$ cat src/rtl/collision_detector.sv
// Per-frame sprite/obstacle collision and finish-line detector. It scans the obstacle table serially through a 1-cycle-latency read port.
// Optional feature: define COLLISION_COUNT_EN to add a saturating collision_count output.
module collision_detector #(
  parameter int COORD_W       = 10,
  parameter int MAX_OBS       = 6,
  parameter int OBS_PER_LEVEL = 2,
  parameter int BALL_SIZE     = 8,
  parameter int OBS_SIZE      = 16,
  parameter int FINISH_X      = 600
) (
  input  logic                       clk,
  input  logic                       reset,
  input  logic                       frame_start,
  input  logic                       abort,
  input  logic [COORD_W-1:0]         ball_x,
  input  logic [COORD_W-1:0]         ball_y,
  input  logic [1:0]                 obstacle_count,
  output logic                       obs_rd_en,
  output logic [$clog2(MAX_OBS)-1:0] obs_addr,
  input  logic [COORD_W-1:0]         obs_x,
  input  logic [COORD_W-1:0]         obs_y,
  output logic                       busy,
  output logic                       sprite_collision,
  output logic                       finish_line_reached,
`ifdef COLLISION_COUNT_EN
  output logic [7:0]                 collision_count,
`endif
  output logic [$clog2(MAX_OBS)-1:0] collide_index
);

  localparam int IDX_W = $clog2(MAX_OBS);
  localparam int CNT_W = $clog2(MAX_OBS + 1);
  localparam int EXT_W = COORD_W + 1;

  typedef enum logic [1:0] {IDLE, READ, CHECK, REPORT} state_e;

  function automatic logic [CNT_W-1:0] active_count(input logic [1:0] cnt);
    int prod;
    prod = int'(cnt) * OBS_PER_LEVEL;
    if (prod > MAX_OBS) prod = MAX_OBS;
    return CNT_W'(prod);
  endfunction

  // Strict inequalities: boxes that only share an edge do not collide.
  function automatic logic boxes_overlap(input logic [COORD_W-1:0] bx, input logic [COORD_W-1:0] by,
                                         input logic [COORD_W-1:0] ox, input logic [COORD_W-1:0] oy);
    logic [EXT_W-1:0] bx_e, by_e, ox_e, oy_e;
    bx_e = {1'b0, bx};
    by_e = {1'b0, by};
    ox_e = {1'b0, ox};
    oy_e = {1'b0, oy};
    return (bx_e < ox_e + EXT_W'(OBS_SIZE))  && (ox_e < bx_e + EXT_W'(BALL_SIZE)) &&
           (by_e < oy_e + EXT_W'(OBS_SIZE))  && (oy_e < by_e + EXT_W'(BALL_SIZE));
  endfunction

  function automatic logic finish_hit(input logic [COORD_W-1:0] bx);
    return ({1'b0, bx} + EXT_W'(BALL_SIZE)) >= EXT_W'(FINISH_X);
  endfunction

  state_e             state_q, state_d;
  logic               start_q, start_d;
  logic [IDX_W-1:0]   idx_q, idx_d;
  logic [CNT_W-1:0]   active_q, active_d;
  logic               hit_q, hit_d;
  logic [IDX_W-1:0]   hit_idx_q, hit_idx_d;
  logic [IDX_W-1:0]   collide_index_q, collide_index_d;
  logic               obs_rd_en_q, obs_rd_en_d;
  logic [IDX_W-1:0]   obs_addr_q, obs_addr_d;
  logic               busy_q, busy_d;
  logic               sprite_q, sprite_d;
  logic               finish_q, finish_d;
  logic [COORD_W-1:0] snap_x_q, snap_x_d;
  logic [COORD_W-1:0] snap_y_q, snap_y_d;
  logic               accept;
`ifdef COLLISION_COUNT_EN
  logic [7:0]         count_q, count_d;
`endif

  // A frame_start is accepted only from an idle FSM with no start already pending; abort wins.
  assign accept = frame_start && !abort && (state_q == IDLE) && !start_q;

  always_comb begin
    state_d         = state_q;
    start_d         = accept;
    idx_d           = idx_q;
    active_d        = accept ? active_count(obstacle_count) : active_q;
    hit_d           = hit_q;
    hit_idx_d       = hit_idx_q;
    collide_index_d = collide_index_q;
    snap_x_d        = accept ? ball_x : snap_x_q;
    snap_y_d        = accept ? ball_y : snap_y_q;
`ifdef COLLISION_COUNT_EN
    count_d         = count_q;
`endif

    case (state_q)
      IDLE: begin
        if (start_q) begin
          idx_d   = '0;
          hit_d   = 1'b0;
          state_d = (active_q != '0) ? READ : REPORT;
        end
      end
      READ: state_d = CHECK;
      CHECK: begin
        // Table data for idx_q arrives this cycle, one cycle after the READ strobe.
        if (!hit_q && boxes_overlap(snap_x_q, snap_y_q, obs_x, obs_y)) begin
          hit_d     = 1'b1;
          hit_idx_d = idx_q;
        end
        if (int'(idx_q) == int'(active_q) - 1) begin
          state_d = REPORT;
        end else begin
          idx_d   = idx_q + IDX_W'(1);
          state_d = READ;
        end
      end
      REPORT: state_d = IDLE;
      default: state_d = IDLE;
    endcase

    if (abort) begin
      state_d = IDLE;
      start_d = 1'b0;
    end

    // Outputs are registered from the next state so they line up with the FSM state.
    busy_d      = (state_d != IDLE);
    obs_rd_en_d = (state_d == READ);
    obs_addr_d  = (state_d == READ) ? idx_d : '0;
    sprite_d    = (state_d == REPORT) && hit_d;
    finish_d    = (state_d == REPORT) && !hit_d && finish_hit(snap_x_q);
    if ((state_d == REPORT) && hit_d) begin
      collide_index_d = hit_idx_d;
`ifdef COLLISION_COUNT_EN
      if (count_q != 8'hFF) count_d = count_q + 8'd1;
`endif
    end
  end

  always_ff @(posedge clk or posedge reset) begin
    if (reset) begin
      state_q         <= IDLE;
      start_q         <= 1'b0;
      idx_q           <= '0;
      active_q        <= '0;
      hit_q           <= 1'b0;
      hit_idx_q       <= '0;
      collide_index_q <= '0;
      obs_rd_en_q     <= 1'b0;
      obs_addr_q      <= '0;
      busy_q          <= 1'b0;
      sprite_q        <= 1'b0;
      finish_q        <= 1'b0;
    end else begin
      state_q         <= state_d;
      start_q         <= start_d;
      idx_q           <= idx_d;
      active_q        <= active_d;
      hit_q           <= hit_d;
      hit_idx_q       <= hit_idx_d;
      collide_index_q <= collide_index_d;
      obs_rd_en_q     <= obs_rd_en_d;
      obs_addr_q      <= obs_addr_d;
      busy_q          <= busy_d;
      sprite_q        <= sprite_d;
      finish_q        <= finish_d;
    end
  end

  // Position snapshot is pure data and is always written before it is used.
  always_ff @(posedge clk) begin
    snap_x_q <= snap_x_d;
    snap_y_q <= snap_y_d;
  end

`ifdef COLLISION_COUNT_EN
  always_ff @(posedge clk or posedge reset) begin
    if (reset) count_q <= 8'd0;
    else       count_q <= count_d;
  end
  assign collision_count = count_q;
`endif

  assign obs_rd_en           = obs_rd_en_q;
  assign obs_addr            = obs_addr_q;
  assign busy                = busy_q;
  assign sprite_collision    = sprite_q;
  assign finish_line_reached = finish_q;
  assign collide_index       = collide_index_q;

endmodule

$ cat config.mk
export PLATFORM = sky130hd
export DESIGN_NAME = collision_detector
export DESIGN_NICKNAME = d
export VERILOG_FILES = /design/src/rtl/collision_detector.sv
export SDC_FILE = /design/constraint.sdc
export NUM_CORES = 1
export LEC_CHECK = 0
export CAP_MARGIN = 15
export CORE_MARGIN = 4
export CORE_UTILIZATION = 56
export CTS_CLUSTER_SIZE = 28
export DETAILED_ROUTE_END_ITERATION = 8
export PLACE_DENSITY = 0.86
export SLEW_MARGIN = 25
export SYNTH_ARGS = -nofsm -noshare
export SYNTH_HDL_FRONTEND = slang
export SYNTH_SLANG_ARGS = --single-unit
export TNS_END_PERCENT = 10
$ cat constraint.sdc
create_clock -name clk -period 9.15 [get_ports clk]
set_input_delay 2.2875 -clock clk [delete_from_list [all_inputs] [get_ports clk]]
set_output_delay 2.2875 -clock clk [all_outputs]
set_load 0.02 [all_outputs]
==> reports/results.txt <==
Outcome - completed
Initial antenna violation count - 0
Worst Path Buf+Inv - 1
Synth Area in XOR/XNOR - 5.91%
Synth area leader - edfxtp_1
#FFs+latches synth - 42
Residual DRC - 0
RSZ-0062 raised after global routing - no
Pre-antenna DRT Iters - 4
Die ar. - 6230 sq um
Port bufs - 55
Hold crit path type - reg -> reg
Share of layout cells above drive strength 1 - 7.59%
Mux cell area share after synthesis - 2.76%
MaxCap Viol Count - 0
GPL Wtd Cong - 0.844
Ports - 56
Row Count - 25
Final WL - 5.69 mm
Flop-to-flop setup slack - 5890 ps
Via density - 5.27
Synth Flop Type - dfrtp_1
Register area share after synthesis - 40.9%
Max FO, Critical Path - 5
Cell variety after synth - 50
Slew @ Worst Pin - 782 ps
Synthesized area - 2820 sq um
Ant. Diodes - 0
Cts repair resizes - 0
Clock Pin Slew Worst Setup and Hold Paths - 80 ps
Critical path cell sequence - clkdlybuf4s50_1, ha_1, and3_4, xnor2_1, ha_1, a21o_2, nand3_1, o211ai_1, nor4_2, a22o_2, nor3b_4, mux2_2
Vias in the first global route - 2159
# Post-CTS Setup Buffers - 0
Crit share post-route - 55.7%
TritonCTS Sinks - 42
Synth top area cells - edfxtp_1 (21%), dfrtp_1 (20%), ha_1 (19%), xor2_1 (3.4%), a21oi_1 (2.7%)
Die X-Extent - 78.9 um
Via count - 2019
Crit path kind - in -> reg
CP peak stage delay - 490 ps
Ys async rst share - 52.4%
Area delta synth->final - 25.2%
Post-route ant nets - 0
Die extent in y - 78.9 um
CP delay by family, top - simple AND/OR/NAND/NOR gates
TritonCTS clock tree - yes
Synth top cells by count - ha_1 (43), dfrtp_1 (22), edfxtp_1 (20), inv_1 (20), a21oi_1 (15)
Syn Nets - 345
Core area - 4790 sq um
Mean Syn Cell Area - 11.0 sq um
Initial Util - 58.8%
CTS Buffer Depth - 2
Worst skew pair latency - 300 ps
Type of destination of the critical path - register
DRT iter0 DRCs - 81
Setup TNS - 0 ps
Hold Fails Final Rpt - 0
Fmax - 196 MHz
Average wire per standard cell - 14.9 um
Critical-path top delay cell - clkdlybuf4s50_1
Gr usage total - 20.4%
Largest net degree at the start of global routing - 25
Cts hold-fix bufs - 0
Detailed Place HPWL - 4.60 mm
Global route total overflow - 0
# setup viols final - 0
NumNets Final - 404
Max transition margin - 47.8%
Clock Skews - 11.6 ps
Fillers - 341
Critical path startpoint category - primary input
Global-route wire length before repair - 9.87 mm
CP Data Arrival Time - 5280 ps
Min Tclk post-route - 5100 ps
Overall power - 503 uW
CP required - 9330 ps
EDFF count, synth - 20
Most frequent CP cell - ha_1
Leak pwr - 1.54 nW
Synth Area in Compound Gates - 11.2%
Top-area cell type share of the netlist area - 21.3%
Synth Area in Adders - 19.1%
Simple-gate share of the synthesized area - 16.4%
Max Transition Viols Final - 0
Maximum vdd ir drop - 0.129 mV
Most common cell in the synthesized netlist - ha_1
Root buffer selected by CTS - clkbuf_8
Main combinational cell family by area after synthesis - adder cells
H-tree level count - 2
Syn Inst Count - 256
Power per cell area - 143 nW/um^2
Ys Warns - 0
Num CTS Buffers - 5
==> state kept, by name, indices dropped and copies added, names as in the netlist <==
name and count:
hit_q 1, hit_idx_q 3, snap_y_q 10, busy 1
finish_line_reached 1, active_q 2, obs_addr 3, state_q 2
idx_q 3, sprite_collision 1, start_q 1, collide_index 3
obs_rd_en 1, snap_x_q 10
==> metrics by stage <==
stage	util (%)	cell area, sq um	hold WS [ps]	worst slack, ps	std cells
global placement	71.4	3420	477	3760	375
CTS	73.6	3520	497	4030	383
global route	73.7	3530	517	3840	383
floorplan	-	2820	467	4530	256
finish	73.7	3530	494	4050	383
detailed placement	71.4	3420	480	3700	375
==> cells by family after synthesis <==
| family | after synthesis |
|---|---|
| XOR/XNOR | 19 |
| flip-flops | 42 |
| AO/OA/AOI/OAI | 47 |
| adder cells (fa/ha/maj) | 43 |
| buffers and inverters | 23 |
| AND/OR/NAND/NOR | 75 |
| multiplexers | 7 |
==> worst register-to-register path: cells and delay by family (launching register included) <==
kind / cells / cell delay (ps)
flops: 1 / 470
xor+xnor: 1 / 140
compound gates: 3 / 770
mux: 1 / 370
fa+ha+maj: 2 / 550
simple gates: 5 / 860
==> metal layers <==
layer	vias up	GRT usage [%]	routed length, um
li1	1049	-	-
met5	-	0	0
met2	40	35.0	2840
met4	0	6.53	95
met1	922	25.7	2540
met3	8	4.31	218
==> layout make-up <==
class                      instances  area, sq um  share of cell area, %
multi-input combinational        191         1560                   44.2
sequential                        42         1150                   32.6
timing repair buffer              55          551                   15.6
tap                               67         83.8                   2.38
inverter                          20         75.1                   2.13
clock buffer                       6         72.6                   2.06
clock inverter                     2         33.8                  0.958
==> worst paths after layout <==
path | depth (start not counted) | to | from
worst max register to register | 12 | collide_index[1]$_DFFE_PP0P_ | snap_y_q[3]$_DFFE_PP_
worst min-delay path | 1 | hit_idx_q[2]$_DFF_PP0_ | hit_idx_q[2]$_DFF_PP0_
min in group asynchronous | 2 | sprite_collision$_DFF_PP0_ | reset
max in group asynchronous | 2 | active_q[1]$_DFFE_PP0P_ | reset
worst max-delay path | 12 | collide_index[1]$_DFFE_PP0P_ | obs_y[4]
worst min register to register | 1 | hit_idx_q[2]$_DFF_PP0_ | hit_idx_q[2]$_DFF_PP0_
==> power by group <==
part / leakage [nW] / internal (mW) / total [mW] / switching (mW)
clock network: 0.0528 / 0.0805 / 0.141 / 0.0601
logic: 1.01 / 0.0655 / 0.126 / 0.0609
registers: 0.485 / 0.217 / 0.236 / 0.0182
==> cells in the final DEF, fill, tap and decap left out, types with 6 or more instances in the layout <==
master and count:
edfxtp_1 20, nor2_1 11, o21ai_0 6, nand2_1 13
clkdlybuf4s50_1 55, xor2_1 11, nand3_1 12, and3_1 6
a21oi_1 15, dfrtp_1 22, ha_1 43, xnor2_1 8
mux2_2 6, inv_1 20
(Power assumes the default switching activity.)
